[config.mk]
export PLATFORM = sky130hd
export DESIGN_NAME = mul_wb_buffer_flat
export DESIGN_NICKNAME = d
export VERILOG_FILES = /design/src/rtl/mul_wb_buffer_if.sv /design/src/rtl/mul_wb_buffer.sv /design/src/flat_wrapper.sv
export SDC_FILE = /design/constraint.sdc
export NUM_CORES = 1
export LEC_CHECK = 0
export ABC_AREA = 1
export BUFFER_PORTS_ARGS = -buffer_cell sky130_fd_sc_hd__buf_2
export CAP_MARGIN = 5
export CORE_UTILIZATION = 25
export CTS_CLUSTER_SIZE = 14
export DETAILED_ROUTE_END_ITERATION = 6
export PLACE_DENSITY = 0.53
export SLEW_MARGIN = 40
export SYNTH_ARGS = -nofsm -noshare
export SYNTH_HDL_FRONTEND = slang
export SYNTH_SLANG_ARGS = --single-unit
[constraint.sdc]
create_clock -name clk -period 2 [get_ports clk]
set_input_delay 0 -clock clk [delete_from_list [all_inputs] [get_ports clk]]
set_output_delay 0 -clock clk [all_outputs]
set_load 0.005 [all_outputs]
[src/rtl/mul_wb_buffer_if.sv]
// Handshake bundle between issue stage, multiplier and writeback, and the
// in-order multiply completion buffer.
interface mul_wb_buffer_if #(
  parameter int unsigned DEPTH = 4,
  parameter int unsigned TAG_W = 5
);
  localparam int unsigned OCC_W = $clog2(DEPTH + 1);

  logic             issue_valid;
  logic [TAG_W-1:0] issue_tag;
  logic [1:0]       issue_op;
  logic             issue_ready;
  logic             mul_done;
  logic [1:0]       mul_op;
  logic [63:0]      mul_p;
  logic             wb_valid;
  logic [TAG_W-1:0] wb_tag;
  logic [31:0]      wb_data;
  logic             wb_ack;
  logic [OCC_W-1:0] occupancy;
  logic             op_err;

  modport master (
    output issue_valid, issue_tag, issue_op, mul_done, mul_op, mul_p, wb_ack,
    input  issue_ready, wb_valid, wb_tag, wb_data, occupancy, op_err
  );

  modport slave (
    input  issue_valid, issue_tag, issue_op, mul_done, mul_op, mul_p, wb_ack,
    output issue_ready, wb_valid, wb_tag, wb_data, occupancy, op_err
  );
endinterface

[src/rtl/mul_wb_buffer.sv]
// In-order completion buffer behind the non-stalling multiplier; credits gate issue.
// Optional op cross-check on completion: define MUL_WB_OP_CHECK_EN.
module mul_wb_buffer #(
  parameter int unsigned DEPTH = 4,
  parameter int unsigned TAG_W = 5
) (
  input logic            clk,
  input logic            rst_n,
  mul_wb_buffer_if.slave bus
);
  localparam int unsigned PTR_W = $clog2(DEPTH);
  localparam int unsigned OCC_W = $clog2(DEPTH + 1);

  typedef enum logic [1:0] {StFree, StPending, StReady} entry_state_e;

  entry_state_e     state_q [DEPTH];
  entry_state_e     state_d [DEPTH];
  logic [TAG_W-1:0] tag_q   [DEPTH];
  logic [31:0]      data_q  [DEPTH];

  logic [PTR_W-1:0] alloc_q, alloc_d;
  logic [PTR_W-1:0] cmp_q, cmp_d;
  logic [PTR_W-1:0] head_q, head_d;
  logic [OCC_W-1:0] occ_q, occ_d;
  logic             err_q, err_d;

  logic             issue_fire;
  logic             done_hit;
  logic             pop;
  logic [31:0]      done_data;

  // Explicit wrap so non-power-of-two depths work.
  function automatic logic [PTR_W-1:0] ptr_inc(input logic [PTR_W-1:0] p);
    return (p == PTR_W'(DEPTH - 1)) ? '0 : p + PTR_W'(1);
  endfunction

  assign bus.issue_ready = (occ_q < OCC_W'(DEPTH));
  assign issue_fire      = bus.issue_valid & bus.issue_ready;
  assign done_hit        = bus.mul_done & (state_q[cmp_q] == StPending);
  assign bus.wb_valid    = (state_q[head_q] == StReady);
  assign pop             = bus.wb_valid & bus.wb_ack;
  assign done_data       = (bus.mul_op == 2'b00) ? bus.mul_p[31:0] : bus.mul_p[63:32];

  assign bus.wb_tag    = tag_q[head_q];
  assign bus.wb_data   = data_q[head_q];
  assign bus.occupancy = occ_q;
  assign bus.op_err    = err_q;

  // Issue, completion and pop always target distinct entries, so no priority is needed.
  always_comb begin
    state_d = state_q;
    alloc_d = alloc_q;
    cmp_d   = cmp_q;
    head_d  = head_q;
    if (issue_fire) begin
      state_d[alloc_q] = StPending;
      alloc_d          = ptr_inc(alloc_q);
    end
    if (done_hit) begin
      state_d[cmp_q] = StReady;
      cmp_d          = ptr_inc(cmp_q);
    end
    if (pop) begin
      state_d[head_q] = StFree;
      head_d          = ptr_inc(head_q);
    end
    occ_d = occ_q + OCC_W'(issue_fire) - OCC_W'(pop);
  end

`ifdef MUL_WB_OP_CHECK_EN
  logic [1:0] op_q [DEPTH];

  always_ff @(posedge clk) begin
    if (issue_fire) op_q[alloc_q] <= bus.issue_op;
  end

  // A stray done (nothing pending) or an op that disagrees with the allocated entry.
  assign err_d = err_q | (bus.mul_done & (~done_hit | (bus.mul_op != op_q[cmp_q])));
`else
  logic unused_op;
  assign unused_op = ^bus.issue_op;
  assign err_d     = 1'b0;
`endif

  always_ff @(posedge clk) begin
    if (!rst_n) begin
      for (int i = 0; i < DEPTH; i++) state_q[i] <= StFree;
      alloc_q <= '0;
      cmp_q   <= '0;
      head_q  <= '0;
      occ_q   <= '0;
      err_q   <= 1'b0;
    end else begin
      state_q <= state_d;
      alloc_q <= alloc_d;
      cmp_q   <= cmp_d;
      head_q  <= head_d;
      occ_q   <= occ_d;
      err_q   <= err_d;
    end
  end

  // Payload storage needs no reset; entry state qualifies it.
  always_ff @(posedge clk) begin
    if (issue_fire) tag_q[alloc_q] <= bus.issue_tag;
    if (done_hit)   data_q[cmp_q]  <= done_data;
  end
endmodule

[src/flat_wrapper.sv]
// flat-port wrapper written by rule: the top's interface ports become plain ports
module mul_wb_buffer_flat 
#(
  parameter int unsigned DEPTH = 4,
  parameter int unsigned TAG_W = 5
)
  (clk, rst_n, bus_issue_valid, bus_issue_tag, bus_issue_op, bus_mul_done, bus_mul_op, bus_mul_p, bus_wb_ack, bus_issue_ready, bus_wb_valid, bus_wb_tag, bus_wb_data, bus_occupancy, bus_op_err);
  mul_wb_buffer_if #(.DEPTH(DEPTH), .TAG_W(TAG_W)) bus_i ();
  input logic clk;
  input logic rst_n;
  input wire logic [$bits(bus_i.issue_valid)-1:0] bus_issue_valid;
  input wire logic [$bits(bus_i.issue_tag)-1:0] bus_issue_tag;
  input wire logic [$bits(bus_i.issue_op)-1:0] bus_issue_op;
  input wire logic [$bits(bus_i.mul_done)-1:0] bus_mul_done;
  input wire logic [$bits(bus_i.mul_op)-1:0] bus_mul_op;
  input wire logic [$bits(bus_i.mul_p)-1:0] bus_mul_p;
  input wire logic [$bits(bus_i.wb_ack)-1:0] bus_wb_ack;
  output wire logic [$bits(bus_i.issue_ready)-1:0] bus_issue_ready;
  output wire logic [$bits(bus_i.wb_valid)-1:0] bus_wb_valid;
  output wire logic [$bits(bus_i.wb_tag)-1:0] bus_wb_tag;
  output wire logic [$bits(bus_i.wb_data)-1:0] bus_wb_data;
  output wire logic [$bits(bus_i.occupancy)-1:0] bus_occupancy;
  output wire logic [$bits(bus_i.op_err)-1:0] bus_op_err;
  assign bus_i.issue_valid = bus_issue_valid;
  assign bus_i.issue_tag = bus_issue_tag;
  assign bus_i.issue_op = bus_issue_op;
  assign bus_i.mul_done = bus_mul_done;
  assign bus_i.mul_op = bus_mul_op;
  assign bus_i.mul_p = bus_mul_p;
  assign bus_i.wb_ack = bus_wb_ack;
  assign bus_issue_ready = bus_i.issue_ready;
  assign bus_wb_valid = bus_i.wb_valid;
  assign bus_wb_tag = bus_i.wb_tag;
  assign bus_wb_data = bus_i.wb_data;
  assign bus_occupancy = bus_i.occupancy;
  assign bus_op_err = bus_i.op_err;
  mul_wb_buffer #(.DEPTH(DEPTH), .TAG_W(TAG_W)) u_core (.clk(clk), .rst_n(rst_n), .bus(bus_i));
endmodule
==> metrics.csv, run 1 <==
stage,metric,value,unit
global_routing,grt_antenna_before_repair,1,
clock_network,cts_tree,built,
global_routing,grt_pass1_vias,4974,
timing,fin_hold_ws,0.04422,ns
yosys,netlist_area,0.006989,mm²
hold_path,hold_depth,6,
cells_and_area,fin_nets,857,
placed_design,post_dp_cell_area,0.008242,mm²
yosys,synth_area_leader_cell,edfxtp_1,
floorplanning,initial_core_util,25.72,%
yosys,syn_avg_cell_area,12.64,µm²
timing,finalHoldViolations,0,
yosys,syn_nets,646,
cells_and_area,fin_util,35.55,%
floorplanning,fp.dieW,169.2,µm
critical_path,start_kind,register,
yosys,synth-seq-cells,167,
clock_network,numCtsBuffers,17,
floorplanning,core_area,0.02718,mm²
power,power_density,1018,mW/mm²
clock_network,cts_sinks,167,
floorplanning,io_pins,121,
yosys,yosys-top-cells-count,"edfxtp_1, nor2_1, o21ai_0",
yosys,ys_types,26,
cells_and_area,finalInstanceArea,0.009661,mm²
yosys,yosys_warnings,0,
yosys,synth_most_common_cell,edfxtp_1,
timing,fin_skew,0.01220,ns
yosys,synth_async_sr_flop_share,0,%
timing,max_freq,512.1,MHz
detailed_routing,antenna_left,0,
timing,final_max_slew_viol_count,0,
timing,finalCritPeriodShare,97.63,%
hold_path,min_path_type,in -> reg,
placed_design,portBuffers,117,
power,ir_drop,574.4,µV
yosys,synth_edf_count,148,
floorplanning,core.rowCount,60,
global_routing,grt.overflow.total,0,
timing,setup_viol,0,
detailed_routing,drt-pass1-iter-count,4,
detailed_routing,drt_iter0_drc,289,
timing,worstMarginPinSlew,0.5602,ns
yosys,synthFlopType,edfxtp_1,
timing,maxSlewHeadroom,62.52,%
yosys,synth.area.top_cells,"edfxtp_1, o21ai_0, dfxtp_1, nor2_1, mux2_2",
yosys,syn_inst,553,
power,p_leak,3.603,nW
cells_and_area,layout.cells.non_filler,1150,
detailed_routing,vias,4920,
critical_path,required,2.36,ns
placed_design,routabilityCongestion,0.7621,
critical_path,r2r_cells,11,
critical_path,arrival,2.31,ns
clock_network,clock_latency,0.43,ns
floorplanning,dieArea,0.02863,mm²
placed_design,dp_cells,1038,
clock_network,cts-root-buf,clkbuf_16,
clock_network,clk_path_buf_depth,2,
cells_and_area,drive_gt1_share,30.63,%
detailed_routing,wl_per_cell,14.72,µm
cells_and_area,multi_input_area,0.001931,mm²
yosys,synth.top_cell.area_share,63.59,%
detailed_routing,wl,16930,µm
timing,post-route-min-period,1.953,ns
global_routing,grt_max_degree,75,
critical_path,setup.worst_path.end_class,register,
yosys,seq_area_frac_synth,69.03,%
detailed_routing,drc,0,
global_routing,grt.total_usage,12.29,%
placed_design,dp_hpwl,10750,µm
cells_and_area,syn2layout_area_growth,38.22,%
outcome,status,finished clean,
detailed_routing,routed_via_density,4.278,
clock_network,htreeDepth,4,
cells_and_area,regArea,0.004832,mm²
timing,rsz0062_at_grt,yes,
flow_run,timing.max_cap.violations,0,
global_routing,grt_pass1_wl,26450,µm
critical_path,crit_type,reg -> reg,
cells_and_area,n_fill_cell,2742,
floorplanning,chipHeight,169.2,µm
clock_network,path_clk_slew,0.07,ns
critical_path,worstPathMaxFanout,4,
==> flip-flops by register name, indices dropped and copies added (netlist names), named ones only <==
name                  count
u_core.alloc_q            2
u_core.state_q            8
u_core.head_q             2
u_core.data_q           128
u_core.cmp_q              2
u_core.bus.occupancy      3
u_core.tag_q             20
==> logic make-up after synthesis <==
family          Yosys count  share of synthesized area (%)
flops                   167                          69.03
simple gates            142                          8.826
compound gates          128                          9.864
buf+inv                  67                          4.153
mux                      32                          5.156
fa+ha+maj                15                          2.793
other cells               1                        0.05365
xor+xnor                  1                         0.1253
==> area by class of cell <==
type	instances	share of cell area, %
tap	372	4.818
antenna	1	0.02590
inverter	38	1.476
sequential	167	50.02
multi-input combinational	319	19.98
clock buffer	18	4.442
timing repair buffer	221	17.30
clock inverter	14	1.930
==> layer usage <==
layer	vias up	wire (µm)	track usage, %	part of all wire [%]
li1	2421	-	-	-
met1	2349	7760	15.34	46
met2	134	8035	20.33	47
met3	16	900	3.755	5.3
met4	0	237	3.839	1.4
met5	-	0	0	0
==> worst paths after layout <==
check | from | to | slack, ns
setup / recovery | u_core.head_q[0] | u_core.bus.occupancy[2] | 0.05
hold / removal | bus_issue_valid | u_core.bus.occupancy[0] | 0.04
setup reg to reg | u_core.head_q[0] | u_core.bus.occupancy[2] | 0.05
hold reg to reg | u_core.alloc_q[1] | u_core.alloc_q[1] | 0.54
==> repair_timing <==
item	4_1_cts	5_1_grt
endpoints found under the setup margin	1	2
pin swaps	2	2
setup buffers	6	2
resized for setup	5	5
hold buffers	72	0
endpoints found under the hold margin	165	0
==> worst max-delay path, cell delays in order (launching register included) <==
cell,delay [ns]
dfxtp_2,0.36
inv_2,0.06
nand3_2,0.07
nand3_2,0.08
nand3_2,0.09
inv_1,0.05
ha_1,0.26
inv_1,0.04
ha_2,0.17
fa_2,0.34
or2_4,0.25
a21oi_2,0.12
==> power by group <==
part / internal [mW] / total [mW] / switching, mW / leakage, nW
clock: 2.01 / 3.42 / 1.42 / 0.301
combinational: 0.966 / 2.19 / 1.23 / 1.81
sequential: 4.10 / 4.22 / 0.116 / 1.50
==> cells in the final DEF (no fill, tap or decap), types with 6 or more instances in the layout <==
| cell | instances |
|---|---|
| mux2_2 | 32 |
| nand3_2 | 7 |
| inv_1 | 36 |
| inv_6 | 6 |
| buf_12 | 10 |
| o21ai_0 | 85 |
| nand4_1 | 9 |
| clkbuf_16 | 17 |
| dfxtp_1 | 13 |
| nor2_1 | 96 |
| buf_2 | 117 |
| dlygate4sd3_1 | 72 |
| buf_4 | 22 |
| nand2_1 | 17 |
| edfxtp_1 | 148 |
| o22ai_1 | 37 |
| ha_1 | 13 |
| dfxtp_2 | 6 |
==> per-stage QoR <==
step | power (mW) | setup WS (ns) | setup TNS, ns
2_1_floorplan | 5.353 | -0.08141 | -7.890
3_3_place_gp | 6.290 | -0.02323 | -0.02323
3_5_place_dp | 6.323 | -0.07413 | -0.07413
4_1_cts | 9.973 | 0.00007394 | 0
5_1_grt | 10.36 | -0.04212 | -0.04212
6_report | 9.837 | 0.04730 | 0
(Power assumes the default switching activity.)
==> run 2: changes to the inputs <==
--- a/config.mk
+++ b/config.mk
@@ -8,6 +8,7 @@
 export ABC_AREA = 1
 export BUFFER_PORTS_ARGS = -buffer_cell sky130_fd_sc_hd__buf_2
 export CAP_MARGIN = 5
+export CORE_MARGIN = 2
 export CORE_UTILIZATION = 25
 export CTS_CLUSTER_SIZE = 14
 export DETAILED_ROUTE_END_ITERATION = 6
==> metrics.csv, run 2 (synthesized netlist as in run 1, its figures left out) <==
stage,metric,value,unit
global_routing,use_met1,14.56,%
detailed_routing,vias,4824,
cells_and_area,top_regs,"u_core.data_q x128, u_core.tag_q x20, u_core.state_q x8",
power,power_density,1014,mW/mm²
cells_and_area,most-common-layout-cells,"edfxtp_1, buf_2, nor2_1",
critical_path,required,2.36,ns
floorplanning,core_area,0.02763,mm²
power,power.share.clock,35.0,%
power,seq_power_share,43.2,%
timing,finalCritPeriodShare,96.75,%
power,ir_drop,603.9,µV
clock_network,htreeDepth,4,
clock_network,cts_tree,built,
cells_and_area,syn2layout_area_growth,37.34,%
timing,fin_skew,0.01099,ns
global_routing,grt_util_met2,19.58,%
placed_design,portBuffers,117,
critical_path,r2r_cells,11,
critical_path,setup.worst_path.end_class,register,
hold_path,hp-start,bus_issue_valid,
floorplanning,fp.dieW,171.2,µm
flow_run,timing.max_cap.violations,0,
timing,setup_viol,0,
global_routing,top_usage_layer,met2,
detailed_routing,routed_via_density,4.202,
power,power.internal,7.007,mW
timing,post-route-min-period,1.935,ns
floorplanning,dieArea,0.02931,mm²
detailed_routing,antenna_left,0,
detailed_routing,wl_per_cell,14.65,µm
floorplanning,chipHeight,171.2,µm
outcome,status,finished clean,
power,p_leak,3.565,nW
cells_and_area,fin_util,34.74,%
critical_path,ff2ff_setup_slack,0.07,ns
critical_path,r2r_end,u_core.bus.occupancy[2],
global_routing,grt_antenna_before_repair,1,
detailed_routing,drt_iter0_drc,354,
cells_and_area,mostFrequentLayoutCell,edfxtp_1,
timing,rsz0062_at_grt,yes,
detailed_routing,drc,0,
cells_and_area,drive_gt1_share,29.65,%
hold_path,hold_depth,6,
power,pwr-share-comb,21.7,%
global_routing,grt_max_degree,55,
hold_path,hold_end,u_core.bus.occupancy[0],
clock_network,numCtsBuffers,17,
global_routing,grt.total_usage,11.56,%
clock_network,cts-root-buf,clkbuf_16,
clock_network,clock_latency,0.42,ns
cells_and_area,fin_nets,850,
floorplanning,io_pins,121,
cells_and_area,top_register,u_core.data_q,
timing,worstMarginPinSlew,0.5539,ns
detailed_routing,wl,16820,µm
floorplanning,core.rowCount,61,
timing,postLayoutSetupSlackWorst,0.06507,ns
critical_path,start_kind,register,
clock_network,cts_sinks,167,
timing,maxSlewHeadroom,62.94,%
critical_path,r2r_start,u_core.head_q[0],
power,p_sw_share,27.99,%
power,p_sw,2.723,mW
placed_design,routabilityCongestion,0.7283,
floorplanning,initial_core_util,25.30,%
hold_path,min_path_type,in -> reg,
critical_path,crit_type,reg -> reg,
critical_path,arrival,2.30,ns
timing,finalHoldViolations,0,
global_routing,grt_pass1_wl,25510,µm
placed_design,dp_hpwl,10520,µm
detailed_routing,drt-pass1-iter-count,4,
timing,fin_hold_ws,0.08016,ns
timing,max_freq,516.8,MHz
global_routing,grt_pass1_vias,4811,
critical_path,worstPathMaxFanout,4,
placed_design,dp_slack,-0.01422,ns
global_routing,grt.overflow.total,0,
timing,final_max_slew_viol_count,0,
clock_network,clk_path_buf_depth,2,
cells_and_area,largest_reg_flops,128,
global_routing,grtUsageMet3,2.784,%
clock_network,path_clk_slew,0.07,ns
## run 2: cell count changes in the layout (fill, tap and decap cells not counted), sizes merged
cell | previous run | this run
inv | 46 | 45
buf | 149 | 142
clkinvlp | 1 | 2
clkbuf | 18 | 17
## run 2: how the worst max path moves through the flow
| stage | from | end | slack, ns | cells past startpoint |
|---|---|---|---|---|
| after floorplan | u_core.cmp_q[0] | u_core.data_q[1][0] | -0.08 | 4 |
| final | u_core.head_q[0] | u_core.bus.occupancy[2] | 0.07 | 11 |
| after detailed placement | u_core.head_q[0] | u_core.bus.occupancy[2] | -0.01 | 11 |
| after global routing | u_core.head_q[0] | u_core.bus.occupancy[2] | -0.02 | 11 |
| after CTS | u_core.head_q[0] | u_core.bus.occupancy[2] | 0.04 | 11 |
| after global placement | u_core.head_q[0] | u_core.bus.occupancy[2] | -0.01 | 11 |
## run 2: critical path, cell delays in order (launching register included)
cell,delay (ns)
dfxtp_4,0.37
inv_2,0.05
nand3_2,0.05
nand3_2,0.10
nand3_2,0.10
inv_1,0.04
ha_1,0.26
inv_1,0.04
ha_2,0.17
fa_2,0.36
or2_4,0.23
a21oi_2,0.11
## run 2: layout make-up
class,count,area [µm²]
fillers,2774,18030
flip-flops and latches,167,4832
multi-input cells,319,1923
repair buffers,214,1610
well taps,378,473.0
clock buffers,17,425.4
clock inverters,14,186.4
inverters,38,146.4
diodes,1,2.502
## run 2: what timing repair did
item / 4_1_cts / 5_1_grt
hold buffers: 72 / 0
endpoints found under the setup margin: 1 / 6
setup buffers: 0 / 1
resized for setup: 3 / 6
endpoints found under the hold margin: 165 / 0
pin swaps: 0 / 6
## run 2: power by group through the flow
stage          sequential [mW]  combinational [mW]  clock (mW)
2_1_floorplan             4.26                1.10           0
3_3_place_gp              4.27                2.00           0
3_5_place_dp              4.28                2.01           0
4_1_cts                   4.20                2.17        3.49
5_1_grt                   4.23                2.41        3.63
6_report                  4.20                2.12        3.41
## run 2: through the flow
step / std cells / total power, mW / cell area, µm² / setup TNS, ns
final: 1148 / 9.730 / 9599 / 0
after global routing: 1148 / 10.27 / 9599 / -0.02258
after global placement: 1043 / 6.276 / 8229 / -0.01090
after detailed placement: 1043 / 6.293 / 8229 / -0.01422
after CTS: 1146 / 9.867 / 9570 / 0
after floorplan: 553 / 5.353 / 7000 / -7.890
## run 2: metal layers
layer / up-vias / wire, µm
met4: 0 / 172
met5: - / 0
met3: 15 / 602
met2: 88 / 8107
met1: 2310 / 7934
li1: 2411 / -
==> run 3: changes to the inputs <==
==> constraint.sdc (replaced) <==
create_clock -name clk -period 2 [get_ports clk]
set_input_delay 0.2 -clock clk [delete_from_list [all_inputs] [get_ports clk]]
set_output_delay 0.2 -clock clk [all_outputs]
set_load 0.005 [all_outputs]
==> metrics.csv, run 3 (synthesized netlist as in run 1, its figures left out) <==
stage,metric,value,unit
detailed_routing,wl,16190,µm
critical_path,start_kind,register,
hold_path,min_path_type,in -> reg,
clock_network,cts_tree,built,
cells_and_area,fin_nets,791,
timing,setup_tns,0,ns
cells_and_area,mostFrequentLayoutCell,edfxtp_1,
power,p_leak,3.291,nW
cells_and_area,largest_reg_flops,128,
timing,final_max_slew_viol_count,0,
global_routing,grt_pass1_wl,24540,µm
placed_design,dp_hpwl,10260,µm
global_routing,grt_max_degree,39,
cells_and_area,finalInstanceArea,0.008971,mm²
cells_and_area,n_fill_cell,2807,
timing,max_freq,512.1,MHz
cells_and_area,syn2layout_area_growth,28.36,%
timing,finalHoldViolations,0,
cells_and_area,top_regs,"u_core.data_q x128, u_core.tag_q x20, u_core.state_q x8",
clock_network,htreeDepth,4,
floorplanning,chipHeight,171.2,µm
clock_network,cts-root-buf,clkbuf_16,
floorplanning,dieArea,0.02931,mm²
clock_network,path_clk_slew,0.07,ns
cells_and_area,most-common-layout-cells,"edfxtp_1, buf_2, nor2_1",
detailed_routing,routed_via_density,4.243,
timing,worstMarginPinSlew,0.5591,ns
critical_path,required,2.37,ns
detailed_routing,drt-pass1-iter-count,4,
critical_path,r2r_cells,11,
critical_path,crit_type,reg -> reg,
critical_path,worstPathMaxFanout,4,
timing,post-route-min-period,1.953,ns
hold_path,hold_depth,1,
power,ir_drop,550.2,µV
global_routing,grt_antenna_before_repair,0,
cells_and_area,top_register,u_core.data_q,
clock_network,clock_latency,0.42,ns
power,power_density,1041,mW/mm²
detailed_routing,wl_per_cell,14.86,µm
placed_design,portBuffers,117,
timing,setup_viol,0,
timing,fin_skew,0.01009,ns
placed_design,post_dp_cell_area,0.008249,mm²
cells_and_area,regArea,0.004830,mm²
flow_run,timing.max_cap.violations,0,
floorplanning,fp.dieW,171.2,µm
clock_network,cts_sinks,167,
floorplanning,initial_core_util,25.30,%
floorplanning,core_area,0.02763,mm²
global_routing,grt.total_usage,11.34,%
detailed_routing,antenna_left,0,
floorplanning,core.rowCount,61,
cells_and_area,drive_gt1_share,34.32,%
placed_design,routabilityCongestion,0.7481,
detailed_routing,drc,0,
critical_path,arrival,2.32,ns
clock_network,clk_path_buf_depth,2,
critical_path,setup.worst_path.end_class,register,
power,total_power,9.336,mW
timing,maxSlewHeadroom,62.59,%
floorplanning,io_pins,121,
global_routing,grt_pass1_vias,4441,
clock_network,numCtsBuffers,17,
cells_and_area,multi_input_area,0.001962,mm²
detailed_routing,drt_iter0_drc,262,
detailed_routing,vias,4621,
outcome,status,finished clean,
timing,rsz0062_at_grt,yes,
timing,finalCritPeriodShare,97.64,%
global_routing,grt.overflow.total,0,
cells_and_area,n_antenna_cell,0,
run 3: cell types whose count changed in the layout (fill, tap and decap cells not counted), moves of 2 or more:
cell / previous run / this run
nor2_2: 0 / 2
buf_4: 15 / 21
inv_2: 2 / 4
dlygate4sd3_1: 72 / 4
bufinv_16: 3 / 0
nor2_1: 96 / 94
inv_8: 2 / 0
clkinv_2: 1 / 3
ha_4: 0 / 2
clkinv_4: 1 / 4
run 3: cell type report:
class	count	area share, %
clock buffer	17	4.742
clock inverter	15	1.311
inverter	38	1.590
multi-input combinational	319	21.87
sequential	167	53.84
tap	378	5.272
timing repair buffer	155	11.38
run 3: through the flow:
stage,hold slack [ns],instances,worst slack [ns],util [%]
6_report,0.03579,1089,0.04721,32.47
4_1_cts,0.001576,1087,0.01417,32.19
2_1_floorplan,0.2989,553,-0.08141,-
3_5_place_dp,0.4226,1044,-0.02665,29.86
3_3_place_gp,0.4196,1044,-0.01741,29.86
5_1_grt,0.004868,1089,-0.02464,32.47
run 3: power by group:
group	leakage (nW)	switching, mW	internal, mW
logic	1.53	1.23	0.886
clock network	0.265	1.41	1.61
registers	1.50	0.103	4.10
run 3: worst max-delay path, cell delays in order, from the launching register on:
cell	delay, ns
dfxtp_2	0.37
inv_2	0.06
nand3_2	0.06
nand3_2	0.08
nand3_2	0.10
inv_2	0.05
ha_4	0.25
inv_2	0.04
ha_4	0.15
fa_2	0.39
or2_4	0.24
a21oi_2	0.12
run 3: what timing repair did:
item,in CTS,in global routing
endpoints found under the setup margin,1,15
resized for setup,3,15
hold buffers,4,0
buffers inserted,7,2
pin swaps,1,6
hold endpoints to repair,16,0
run 3: worst paths after layout:
check                    startpoint                       to  slack, ns
setup / recovery   u_core.head_q[0]  u_core.bus.occupancy[2]       0.05
hold / removal     bus_issue_tag[3]       u_core.tag_q[0][3]       0.04
setup reg to reg   u_core.head_q[0]  u_core.bus.occupancy[2]       0.05
hold reg to reg   u_core.alloc_q[1]        u_core.alloc_q[1]       0.53
run 3: routing by layer:
metal / share of wire, % / vias up / track usage [%] / wire length, µm
met3: 4.0 / 12 / 3.129 / 653
met1: 48 / 2219 / 14.91 / 7762
met2: 47 / 100 / 18.23 / 7639
li1: - / 2290 / - / -
met5: 0 / - / 0 / 0
met4: 0.81 / 0 / 3.464 / 131
